### config.mk
export PLATFORM = sky130hd
export DESIGN_NAME = vram_write_scheduler
export DESIGN_NICKNAME = d
export VERILOG_FILES = /design/src/rtl/vram_sched_pkg.sv /design/src/rtl/vram_write_scheduler_stamp_iterator.sv /design/src/rtl/vram_write_scheduler.sv
export SDC_FILE = /design/constraint.sdc
export NUM_CORES = 1
export LEC_CHECK = 0
export BUFFER_PORTS_ARGS = -buffer_cell sky130_fd_sc_hd__buf_4
export CORE_MARGIN = 5
export CORE_UTILIZATION = 45
export DETAILED_ROUTE_END_ITERATION = 8
export PLACE_DENSITY = 0.77
export RECOVER_POWER = 100
export SYNTH_ARGS = -nofsm -noshare
export SYNTH_HDL_FRONTEND = slang
export SYNTH_SLANG_ARGS = --single-unit
### constraint.sdc
create_clock -name clk -period 5.4 [get_ports clk]
set_clock_uncertainty 0.1 [all_clocks]
set_input_delay 0.54 -clock clk [delete_from_list [all_inputs] [get_ports clk]]
set_output_delay 0.54 -clock clk [all_outputs]
set_load 0.05 [all_outputs]
### src/rtl/vram_sched_pkg.sv
// Shared types and address helper for the VRAM write scheduler.
package vram_sched_pkg;

  typedef enum logic [1:0] {IDLE, STAMP, CLEAR} state_e;
  typedef enum logic {GRANT_DRAW, GRANT_HOST} grant_e;

  // Signed offset width used by the stamp iterator; covers radius up to 7.
  localparam int unsigned STAMP_DW = 5;

  function automatic logic [31:0] xy_to_addr(input logic [31:0] x, input logic [31:0] y,
                                             input logic [31:0] width);
    return y * width + x;
  endfunction

endpackage

### src/rtl/vram_write_scheduler_stamp_iterator.sv
// Walks the square brush footprint row by row: dy outer, dx inner, both -R..R.
module stamp_iterator
  import vram_sched_pkg::*;
#(
  parameter int unsigned BRUSH = 3
) (
  input  logic                       clk,
  input  logic                       rst,
  input  logic                       start,
  input  logic                       advance,
  output logic signed [STAMP_DW-1:0] dx,
  output logic signed [STAMP_DW-1:0] dy,
  output logic                       last
);

  localparam int unsigned R = (BRUSH - 1) / 2;
  localparam logic signed [STAMP_DW-1:0] R_POS = STAMP_DW'(R);
  localparam logic signed [STAMP_DW-1:0] R_NEG = -R_POS;

  logic signed [STAMP_DW-1:0] dx_q, dx_d, dy_q, dy_d;

  always_comb begin
    dx_d = dx_q;
    dy_d = dy_q;
    if (start) begin
      dx_d = R_NEG;
      dy_d = R_NEG;
    end else if (advance) begin
      if (dx_q == R_POS) begin
        dx_d = R_NEG;
        dy_d = dy_q + STAMP_DW'(1);
      end else begin
        dx_d = dx_q + STAMP_DW'(1);
      end
    end
  end

  always_ff @(posedge clk) begin
    if (rst) begin
      dx_q <= R_NEG;
      dy_q <= R_NEG;
    end else begin
      dx_q <= dx_d;
      dy_q <= dy_d;
    end
  end

  assign dx   = dx_q;
  assign dy   = dy_q;
  assign last = (dx_q == R_POS) && (dy_q == R_POS);

endmodule

### src/rtl/vram_write_scheduler.sv
// Arbitrates the single VRAM write port between clear engine, brush stamper and host writer.
// Optional: define VRAM_STAMP_DEDUP_EN to skip a draw identical to the last completed stamp.
module vram_write_scheduler
  import vram_sched_pkg::*;
#(
  parameter int unsigned DISPLAY_WIDTH  = 240,
  parameter int unsigned DISPLAY_HEIGHT = 320,
  parameter int unsigned VRAM_W         = 16,
  parameter int unsigned BRUSH          = 3,
  parameter logic [VRAM_W-1:0] CLEAR_COLOR = VRAM_W'(16'h000F),
  localparam int unsigned L = DISPLAY_WIDTH * DISPLAY_HEIGHT,
  localparam int unsigned A = $clog2(L),
  localparam int unsigned C = $clog2(DISPLAY_HEIGHT)
) (
  input  logic              clk,
  input  logic              rst,
  input  logic              clear_req,
  input  logic              draw_valid,
  output logic              draw_ready,
  input  logic [C-1:0]      draw_x,
  input  logic [C-1:0]      draw_y,
  input  logic [VRAM_W-1:0] draw_color,
  input  logic              host_valid,
  output logic              host_ready,
  input  logic [A-1:0]      host_addr,
  input  logic [VRAM_W-1:0] host_data,
  output logic              vram_wr_ena,
  output logic [A-1:0]      vram_wr_addr,
  output logic [VRAM_W-1:0] vram_wr_data,
  output logic              busy,
  output logic              clearing
);

  state_e state_q, state_d;
  grant_e last_grant_q, last_grant_d;
  logic [A-1:0]      cnt_q, cnt_d;
  logic [C-1:0]      x_q, x_d, y_q, y_d;
  logic [VRAM_W-1:0] color_q, color_d;
  logic              wr_ena_q, wr_ena_d;
  logic [A-1:0]      wr_addr_q, wr_addr_d;
  logic [VRAM_W-1:0] wr_data_q, wr_data_d;
  logic              busy_q, busy_d, clearing_q, clearing_d;

  logic                       it_start, it_advance, it_last;
  logic signed [STAMP_DW-1:0] it_dx, it_dy;
  logic signed [C:0]          px, py;
  logic                       pt_inside, host_in_range, idle, dedup_hit;
  logic [A-1:0]               pt_addr;

  stamp_iterator #(.BRUSH(BRUSH)) u_iter (
    .clk     (clk),
    .rst     (rst),
    .start   (it_start),
    .advance (it_advance),
    .dx      (it_dx),
    .dy      (it_dy),
    .last    (it_last)
  );

  // Current stamp point, signed so points left of/above the screen are rejected.
  assign px = $signed({1'b0, x_q}) + (C+1)'(it_dx);
  assign py = $signed({1'b0, y_q}) + (C+1)'(it_dy);
  assign pt_inside = !px[C] && !py[C] &&
                     ($unsigned(px) < (C+1)'(DISPLAY_WIDTH)) &&
                     ($unsigned(py) < (C+1)'(DISPLAY_HEIGHT));
  assign pt_addr = A'(xy_to_addr(32'($unsigned(px)), 32'($unsigned(py)), DISPLAY_WIDTH));

  assign host_in_range = 32'(host_addr) < L;

  // Round-robin: when both ask, the side that did not win last time goes first.
  assign idle       = (state_q == IDLE);
  assign host_ready = idle && !clear_req && host_valid &&
                      (!draw_valid || (last_grant_q == GRANT_DRAW));
  assign draw_ready = idle && !clear_req && draw_valid &&
                      (!host_valid || (last_grant_q == GRANT_HOST));

`ifdef VRAM_STAMP_DEDUP_EN
  logic              rec_valid_q, rec_valid_d;
  logic [C-1:0]      rec_x_q, rec_x_d, rec_y_q, rec_y_d;
  logic [VRAM_W-1:0] rec_color_q, rec_color_d;
  logic              stamp_done;

  assign stamp_done = (state_q == STAMP) && !clear_req && it_last;
  assign dedup_hit  = rec_valid_q && (draw_x == rec_x_q) && (draw_y == rec_y_q) &&
                      (draw_color == rec_color_q);

  // Record only completed stamps; any clear makes the record stale.
  always_comb begin
    rec_valid_d = rec_valid_q;
    rec_x_d     = rec_x_q;
    rec_y_d     = rec_y_q;
    rec_color_d = rec_color_q;
    if (state_q == CLEAR || state_d == CLEAR) begin
      rec_valid_d = 1'b0;
    end else if (stamp_done) begin
      rec_valid_d = 1'b1;
      rec_x_d     = x_q;
      rec_y_d     = y_q;
      rec_color_d = color_q;
    end
  end
`else
  assign dedup_hit = 1'b0;
`endif

  always_comb begin
    state_d      = state_q;
    last_grant_d = last_grant_q;
    cnt_d        = cnt_q;
    x_d          = x_q;
    y_d          = y_q;
    color_d      = color_q;
    wr_ena_d     = 1'b0;
    wr_addr_d    = wr_addr_q;
    wr_data_d    = wr_data_q;
    it_start     = 1'b0;
    it_advance   = 1'b0;
    unique case (state_q)
      CLEAR: begin
        wr_ena_d  = 1'b1;
        wr_addr_d = cnt_q;
        wr_data_d = CLEAR_COLOR;
        if (clear_req) begin
          cnt_d = '0;
        end else if (cnt_q == A'(L - 1)) begin
          state_d = IDLE;
          cnt_d   = '0;
        end else begin
          cnt_d = cnt_q + A'(1);
        end
      end
      IDLE: begin
        if (clear_req) begin
          state_d = CLEAR;
          cnt_d   = '0;
        end else if (host_ready) begin
          wr_ena_d     = host_in_range;
          wr_addr_d    = host_addr;
          wr_data_d    = host_data;
          last_grant_d = GRANT_HOST;
        end else if (draw_ready) begin
          last_grant_d = GRANT_DRAW;
          x_d          = draw_x;
          y_d          = draw_y;
          color_d      = draw_color;
          if (!dedup_hit) begin
            state_d  = STAMP;
            it_start = 1'b1;
          end
        end
      end
      STAMP: begin
        if (clear_req) begin
          state_d = CLEAR;
          cnt_d   = '0;
        end else begin
          wr_ena_d   = pt_inside;
          wr_addr_d  = pt_addr;
          wr_data_d  = color_q;
          it_advance = 1'b1;
          if (it_last) state_d = IDLE;
        end
      end
      default: state_d = CLEAR;
    endcase
    busy_d     = (state_d != IDLE);
    clearing_d = (state_d == CLEAR);
  end

  always_ff @(posedge clk) begin
    if (rst) begin
      state_q      <= CLEAR;
      last_grant_q <= GRANT_HOST;
      cnt_q        <= '0;
      x_q          <= '0;
      y_q          <= '0;
      color_q      <= '0;
      wr_ena_q     <= 1'b0;
      wr_addr_q    <= '0;
      wr_data_q    <= '0;
      busy_q       <= 1'b1;
      clearing_q   <= 1'b1;
`ifdef VRAM_STAMP_DEDUP_EN
      rec_valid_q  <= 1'b0;
      rec_x_q      <= '0;
      rec_y_q      <= '0;
      rec_color_q  <= '0;
`endif
    end else begin
      state_q      <= state_d;
      last_grant_q <= last_grant_d;
      cnt_q        <= cnt_d;
      x_q          <= x_d;
      y_q          <= y_d;
      color_q      <= color_d;
      wr_ena_q     <= wr_ena_d;
      wr_addr_q    <= wr_addr_d;
      wr_data_q    <= wr_data_d;
      busy_q       <= busy_d;
      clearing_q   <= clearing_d;
`ifdef VRAM_STAMP_DEDUP_EN
      rec_valid_q  <= rec_valid_d;
      rec_x_q      <= rec_x_d;
      rec_y_q      <= rec_y_d;
      rec_color_q  <= rec_color_d;
`endif
    end
  end

  assign vram_wr_ena  = wr_ena_q;
  assign vram_wr_addr = wr_addr_q;
  assign vram_wr_data = wr_data_q;
  assign busy         = busy_q;
  assign clearing     = clearing_q;

endmodule

==> reports/qor.txt, run 1 <==
Top Metal Used: met4
cell leakage power: 2.90 nW
Final GP Congestion: 0.873
clk buf depth: 2
EDFF count, synth: 0
Port Buf Inserts: 109
worst reg2reg setup slack: 390 ps
Top cell by count, worst path: fa_1
register area share after synthesis: 0.310
DR WL met2: 7320 um
Starting Density: 0.462
Post-Layout Cell Count: 1066
Tot GR Track Use: 0.189
post-placement cell area: 0.00737 sq mm
Filler cells: 1348
relative slew slack: -0.228
Reg area: 0.00200 sq mm
critical path peak fanout: 8
crit path buf inv count: 2
Met3 Wirelength: 888 um
# hold bufs at CTS: 0
die area: 0.0168 sq mm
CTS Buf Count: 9
CP Cell Sequence: ha_1 -> inv_1 -> fa_1 -> nor2b_1 -> o21ai_0 -> nand2b_1 -> a21o_1 -> a21o_1 -> xnor2_2 -> fa_1 -> fa_1 -> inv_1 -> ha_2 -> a2111oi_2 -> o21ai_1 -> and3_4 -> nor4_4 -> a21boi_0 -> o31ai_1 -> a21oi_1
wl on met1: 7170 um
DRT Pass-1 Iters: 4
TritonCTS clock tree: done
dpl ws: 211 ps
Worst Path Required: 5510 ps
hold path cells: 3
Residual DRC: 0
number of antenna diodes: 0
worst reg2reg startpoint: u_iter.dy[0]$_SDFFE_PP1P_
Reg-to-Reg End: vram_wr_addr[14]$_SDFFE_PP0P_
Yosys reg bits: 100
Final nets: 1016
WP depth: 20
hold crit path type: in2reg
core area: 0.0140 sq mm
Slew Limit Fails: 61
Max Fclk: 200 MHz
CP Capture Point: vram_wr_addr[14]$_SDFFE_PP0P_
cell area after synthesis: 0.00646 sq mm
Max-Cap Viols: 1
CP top delay family: adder cells
Final Cell Area: 0.00755 sq mm
Worst setup startpoint: u_iter.dy[0]$_SDFFE_PP1P_
footprint of the multi-input gates: 0.00415 sq mm
worst reg2reg path depth: 20
CP Launch Type: flip-flop
Remaining Overflow, GRT: 0
Post-Synthesis Cells: 793
most frequent cells in the layout: nand2_1, dfxtp_1, a21oi_1
first-pass GRT wire length: 25900 um
Fin. Hold Viols: 0
failing checks: max-capacitance violations, max-slew violations
Syn-to-layout area delta: 16.9%
synth top area cells: dfxtp_1, ha_1, nand2_1
Synth top area share: 0.310
Synth Flop Type: dfxtp_1
Largest stage delay, worst path: 540 ps
# clock sinks: 100
vias: 5641
final period utilization: 0.927
Die Ht: 130 um
layout cells sized above 1: 0.128
num rows: 43
clock slew at reported path FFs: 70 ps
critical path type: reg2reg
total wire length: 15700 um
initial antenna violation count: 0
Die Span X: 130 um
placed cells: 1048
Worst VDD drop: 0.202 mV
pwr dens: 191 mW/mm^2
synth unique cells: 62
Final WS setup: 395 ps
root buf cell: clkbuf_16
Worst path slowest cell: fa_1
async set-reset flop share out of synthesis: 0
io pins: 110
commonest non-fill, non-tap cell in the layout: nand2_1
largest area contributor in the synthesized netlist: dfxtp_1
largest net degree at the start of global routing: 76
WL/cell: 14.8 um
Layout Utilization: 0.539
Syn Nets: 928
Final Critical Period: 5010 ps
Setup crit end kind: flip-flop
ANT nets after route: 0
vias in the first global route: 5446
Avg Cell Area, Syn: 8.14 sq um
vias per cell: 5.29
DP HPWL: 12100 um
Yosys warning count: 0
Tightest Pin Transition: 1840 ps
DR iter-0 viols: 268
total power: 1.44 mW
H-tree Lvls: 3
Worst-Skew Late Latency: 360 ps
Critical Path AT: 5120 ps
outcome: complete, but fails checks
Setup violations, final: 0
-- metrics by stage --
stage,setup TNS (ps),hold WS [ps]
after floorplan,0,334
after global placement,0,342
after detailed placement,0,351
after CTS,0,317
after global routing,-5.40,329
final,0,324
-- cells in the mapped netlist (2+ instances only) --
cell type    n
nand2_1    129
buf_1        5
o21a_1       7
inv_1       42
or3_1        2
nor2b_1      9
nand4_1      8
nor3_1      29
buf_2        5
nor3b_1      3
nand3_1     12
nand2b_1     8
nand3b_1     4
buf_4        2
o21bai_1     6
o22ai_1      5
xnor2_1     37
a2111oi_0    4
and3_1       5
ha_1        48
mux2i_1     18
a31oi_1      2
dfxtp_1    100
o21ai_1      2
nor4_1       2
o21ai_0     27
a2111oi_2    2
a211oi_2     2
nor4b_1      3
nor2_1      49
clkbuf_1    26
and2_1       2
a21oi_1     86
xor2_1      25
o31ai_1      4
o211ai_1     2
maj3_1       3
a21o_1      14
fa_1        15
a211oi_1    15
a22oi_1      3
-- layout make-up --
| type | count | share of cell area |
|---|---|---|
| clock buffer | 10 | 0.0317 |
| sequential | 100 | 0.266 |
| multi-input combinational | 612 | 0.549 |
| clock inverter | 6 | 0.00597 |
| timing repair buffer | 116 | 0.0965 |
| inverter | 42 | 0.0209 |
| tap | 180 | 0.0298 |
-- worst reg2reg max path, stage by stage, from the launching register on --
cell and delay (ps):
dfxtp_2 380, ha_1 180, inv_1 50, fa_1 390
nor2b_1 170, o21ai_0 90, nand2b_1 100, a21o_1 110
a21o_1 190, xnor2_2 180, fa_1 490, fa_1 540
inv_1 40, ha_2 330, a2111oi_2 360, o21ai_1 160
and3_4 210, nor4_4 310, a21boi_0 130, o31ai_1 240
a21oi_1 90
-- layer usage --
metal / global-route usage / up-vias
met5: 0 / -
met4: 0.0636 / 0
met3: 0.0336 / 26
met2: 0.312 / 131
met1: 0.252 / 2567
li1: - / 2917
-- sequential cells by signal, indices dropped and copies added, names as in the netlist --
signal / count
vram_wr_addr: 17
y_q: 9
vram_wr_data: 16
cnt_q: 17
vram_wr_ena: 1
x_q: 9
last_grant_q: 1
color_q: 16
u_iter.dy: 5
u_iter.dx: 5
busy: 1
clearing: 1
state_q: 2
-- worst min path at each step --
| stage | startpoint | endpoint | slack (ps) |
|---|---|---|---|
| after floorplan | color_q[0]$_SDFFE_PP0P_ | color_q[0]$_SDFFE_PP0P_ | 330 |
| after global placement | color_q[10]$_SDFFE_PP0P_ | color_q[10]$_SDFFE_PP0P_ | 340 |
| after detailed placement | color_q[7]$_SDFFE_PP0P_ | color_q[7]$_SDFFE_PP0P_ | 350 |
| after global routing | draw_y[7] | y_q[7]$_SDFFE_PP0P_ | 330 |
| final | draw_color[2] | color_q[2]$_SDFFE_PP0P_ | 320 |
| after CTS | draw_color[2] | color_q[2]$_SDFFE_PP0P_ | 320 |
-- cells by family (layout without fill, tap and decap cells) --
kind of cell | Yosys count | in the layout | share of synthesized area
AO/OA/AOI/OAI | 193 | 193 | 0.187
XOR/XNOR | 62 | 62 | 0.0841
adder cells (fa/ha/maj) | 66 | 66 | 0.144
buffers and inverters | 81 | 174 | 0.0504
flip-flops | 100 | 100 | 0.310
multiplexers | 18 | 18 | 0.0279
AND/OR/NAND/NOR | 273 | 273 | 0.196
-- where the power goes --
| group | switching, mW | internal (mW) |
|---|---|---|
| registers | 0.00256 | 0.740 |
| clock network | 0.291 | 0.329 |
| logic | 0.0402 | 0.0414 |
| total | 0.333 | 1.11 |
-- what timing repair did --
item,CTS,global route
resized for setup,0,6
setup endpoints to repair,0,5
buffers inserted,0,2
Power figures use the tool's default switching activity.
==> run 2, diff against run 1 <==
--- a/config.mk
+++ b/config.mk
@@ -6,10 +6,11 @@
 export NUM_CORES = 1
 export LEC_CHECK = 0
 export BUFFER_PORTS_ARGS = -buffer_cell sky130_fd_sc_hd__buf_4
+export CORE_ASPECT_RATIO = 1.75
 export CORE_MARGIN = 5
-export CORE_UTILIZATION = 45
+export CORE_UTILIZATION = 52
 export DETAILED_ROUTE_END_ITERATION = 8
-export PLACE_DENSITY = 0.77
+export PLACE_DENSITY = 0.89
 export RECOVER_POWER = 100
 export SYNTH_ARGS = -nofsm -noshare
 export SYNTH_HDL_FRONTEND = slang
==> constraint.sdc (replaced) <==
create_clock -name clk -period 4.6 [get_ports clk]
set_clock_uncertainty 0.1 [all_clocks]
set_input_delay 0.46 -clock clk [delete_from_list [all_inputs] [get_ports clk]]
set_output_delay 0.46 -clock clk [all_outputs]
set_load 0.05 [all_outputs]
==> reports/qor.txt, run 2 (synthesis gave the netlist of run 1 again) <==
core area: 0.0123 sq mm
TritonCTS clock tree: done
Tightest Pin Transition: 1640 ps
most frequent cells in the layout: nand2_1, buf_4, dfxtp_1
Starting Density: 0.525
CTS Buf Count: 9
DP HPWL: 12900 um
Fin. Hold Viols: 0
# clock sinks: 100
relative slew slack: -0.0944
ANT nets after route: 0
hold path endpoint: x_q[7]$_SDFFE_PP0P_
DRT Pass-1 Iters: 5
root buf cell: clkbuf_16
post-placement cell area: 0.00761 sq mm
Final Critical Period: 5020 ps
Setup violations, final: 4
H-tree Lvls: 3
Slew Limit Fails: 36
# hold bufs at CTS: 0
worst reg2reg path depth: 22
final period utilization: 1.09
DR iter-0 viols: 424
Syn-to-layout area delta: 25.8%
Die Span X: 94.2 um
outcome: complete, but fails checks
total wire length: 18800 um
CP Launch Type: flip-flop
Worst Path Required: 4700 ps
commonest non-fill, non-tap cell in the layout: nand2_1
Critical Path AT: 5120 ps
unrepaired setup endpoints after global routing: yes
Worst setup startpoint: u_iter.dy[0]$_SDFFE_PP1P_
Post-Layout Cell Count: 1093
Remaining Overflow, GRT: 0
failing checks: max-capacitance violations, max-slew violations, negative setup slack
Tot GR Track Use: 0.233
Max Fclk: 199 MHz
vias per cell: 5.79
Worst-Skew Late Latency: 360 ps
Max-Cap Viols: 1
vias in the first global route: 5982
dpl ws: -304 ps
worst reg2reg setup slack: -420 ps
clk buf depth: 2
vias: 6325
hold slack: 244 ps
pwr dens: 210 mW/mm^2
die area: 0.0148 sq mm
Final GP Congestion: 0.884
first-pass GRT wire length: 27600 um
Port Buf Inserts: 109
critical path type: reg2reg
Die Ht: 157 um
Worst VDD drop: 0.172 mV
layout cells sized above 1: 0.211
Final Cell Area: 0.00812 sq mm
worst reg2reg startpoint: u_iter.dy[0]$_SDFFE_PP1P_
cell leakage power: 3.13 nW
initial antenna violation count: 0
number of antenna diodes: 0
Worst Hold Launch: draw_x[7]
num rows: 54
critical path peak fanout: 6
placed cells: 1065
Final WS setup: -418 ps
hold crit path type: in2reg
io pins: 110
hold path cells: 3
Reg-to-Reg End: vram_wr_addr[16]$_SDFFE_PP0P_
largest net degree at the start of global routing: 76
Final nets: 1055
Residual DRC: 0
clock slew at reported path FFs: 70 ps
WL/cell: 17.2 um
Setup crit end kind: flip-flop
[run 2: changes by cell type in the layout (fill, tap and decap cells not counted), moves of 3 or more]
cell,previous run,this run
a21oi_1,86,82
a21oi_2,0,4
buf_4,78,116
ha_1,47,41
ha_4,0,5
inv_1,42,38
inv_2,0,4
nor2_1,49,46
xnor2_1,34,31
xnor2_2,3,6
[run 2: critical path, cell delays in order (launching register included)]
cell,delay (ps)
dfxtp_2,370
ha_4,150
inv_2,30
fa_2,370
nor2b_2,150
o21ai_2,70
nand2b_1,140
a21o_1,130
a21o_1,170
xnor2_2,140
fa_1,470
fa_1,580
inv_2,60
ha_4,270
buf_4,140
buf_4,130
a21oi_2,170
nand2_2,100
and3_4,180
nor4_4,380
nand4_1,210
xnor2_1,220
o22ai_1,110
[run 2: layout make-up]
class | instances | area (sq um)
clock buffer | 9 | 225
clock inverter | 7 | 68.8
fill | 988 | 4180
inverter | 42 | 158
multi-input combinational | 612 | 4430
sequential | 100 | 2010
tap | 168 | 210
timing repair buffer | 155 | 1020
[run 2: how the worst max path moves through the flow]
stage	to	slack [ps]	cells past startpoint
global route	vram_wr_addr[15]$_SDFFE_PP0P_	-550	22
finish	vram_wr_addr[16]$_SDFFE_PP0P_	-420	22
detailed placement	vram_wr_addr[14]$_SDFFE_PP0P_	-300	20
CTS	vram_wr_addr[14]$_SDFFE_PP0P_	-120	17
global placement	vram_wr_addr[14]$_SDFFE_PP0P_	-40	20
floorplan	vram_wr_addr[14]$_SDFFE_PP0P_	10	20
[run 2: where the power goes]
| group | switching, mW | internal, mW | total [mW] |
|---|---|---|---|
| Sequential | 0.00274 | 0.869 | 0.871 |
| Combinational | 0.0482 | 0.0489 | 0.0971 |
| Clock | 0.357 | 0.379 | 0.736 |
| Total | 0.408 | 1.30 | 1.70 |
[run 2: per-stage QoR]
stage / util / total power [mW] / setup TNS [ps]
floorplan: - / 0.930 / 0
global placement: 0.619 / 0.989 / -61.4
detailed placement: 0.619 / 0.990 / -980
CTS: 0.653 / 1.71 / -318
global route: 0.660 / 1.76 / -1880
finish: 0.660 / 1.70 / -1260
[run 2: what timing repair did]
action | in CTS | in global routing
pin swaps | 19 | 31
buffers inserted | 5 | 8
setup endpoints to repair | 7 | 9
gates resized for setup | 20 | 36
gates cloned | 0 | 0
[run 2: per-layer routing]
| metal | share of wire | up-vias | GRT usage |
|---|---|---|---|
| li1 | - | 2989 | - |
| met1 | 0.35 | 2966 | 0.236 |
| met2 | 0.54 | 277 | 0.428 |
| met3 | 0.053 | 93 | 0.0516 |
| met4 | 0.059 | 0 | 0.140 |
| met5 | 0 | - | 0 |
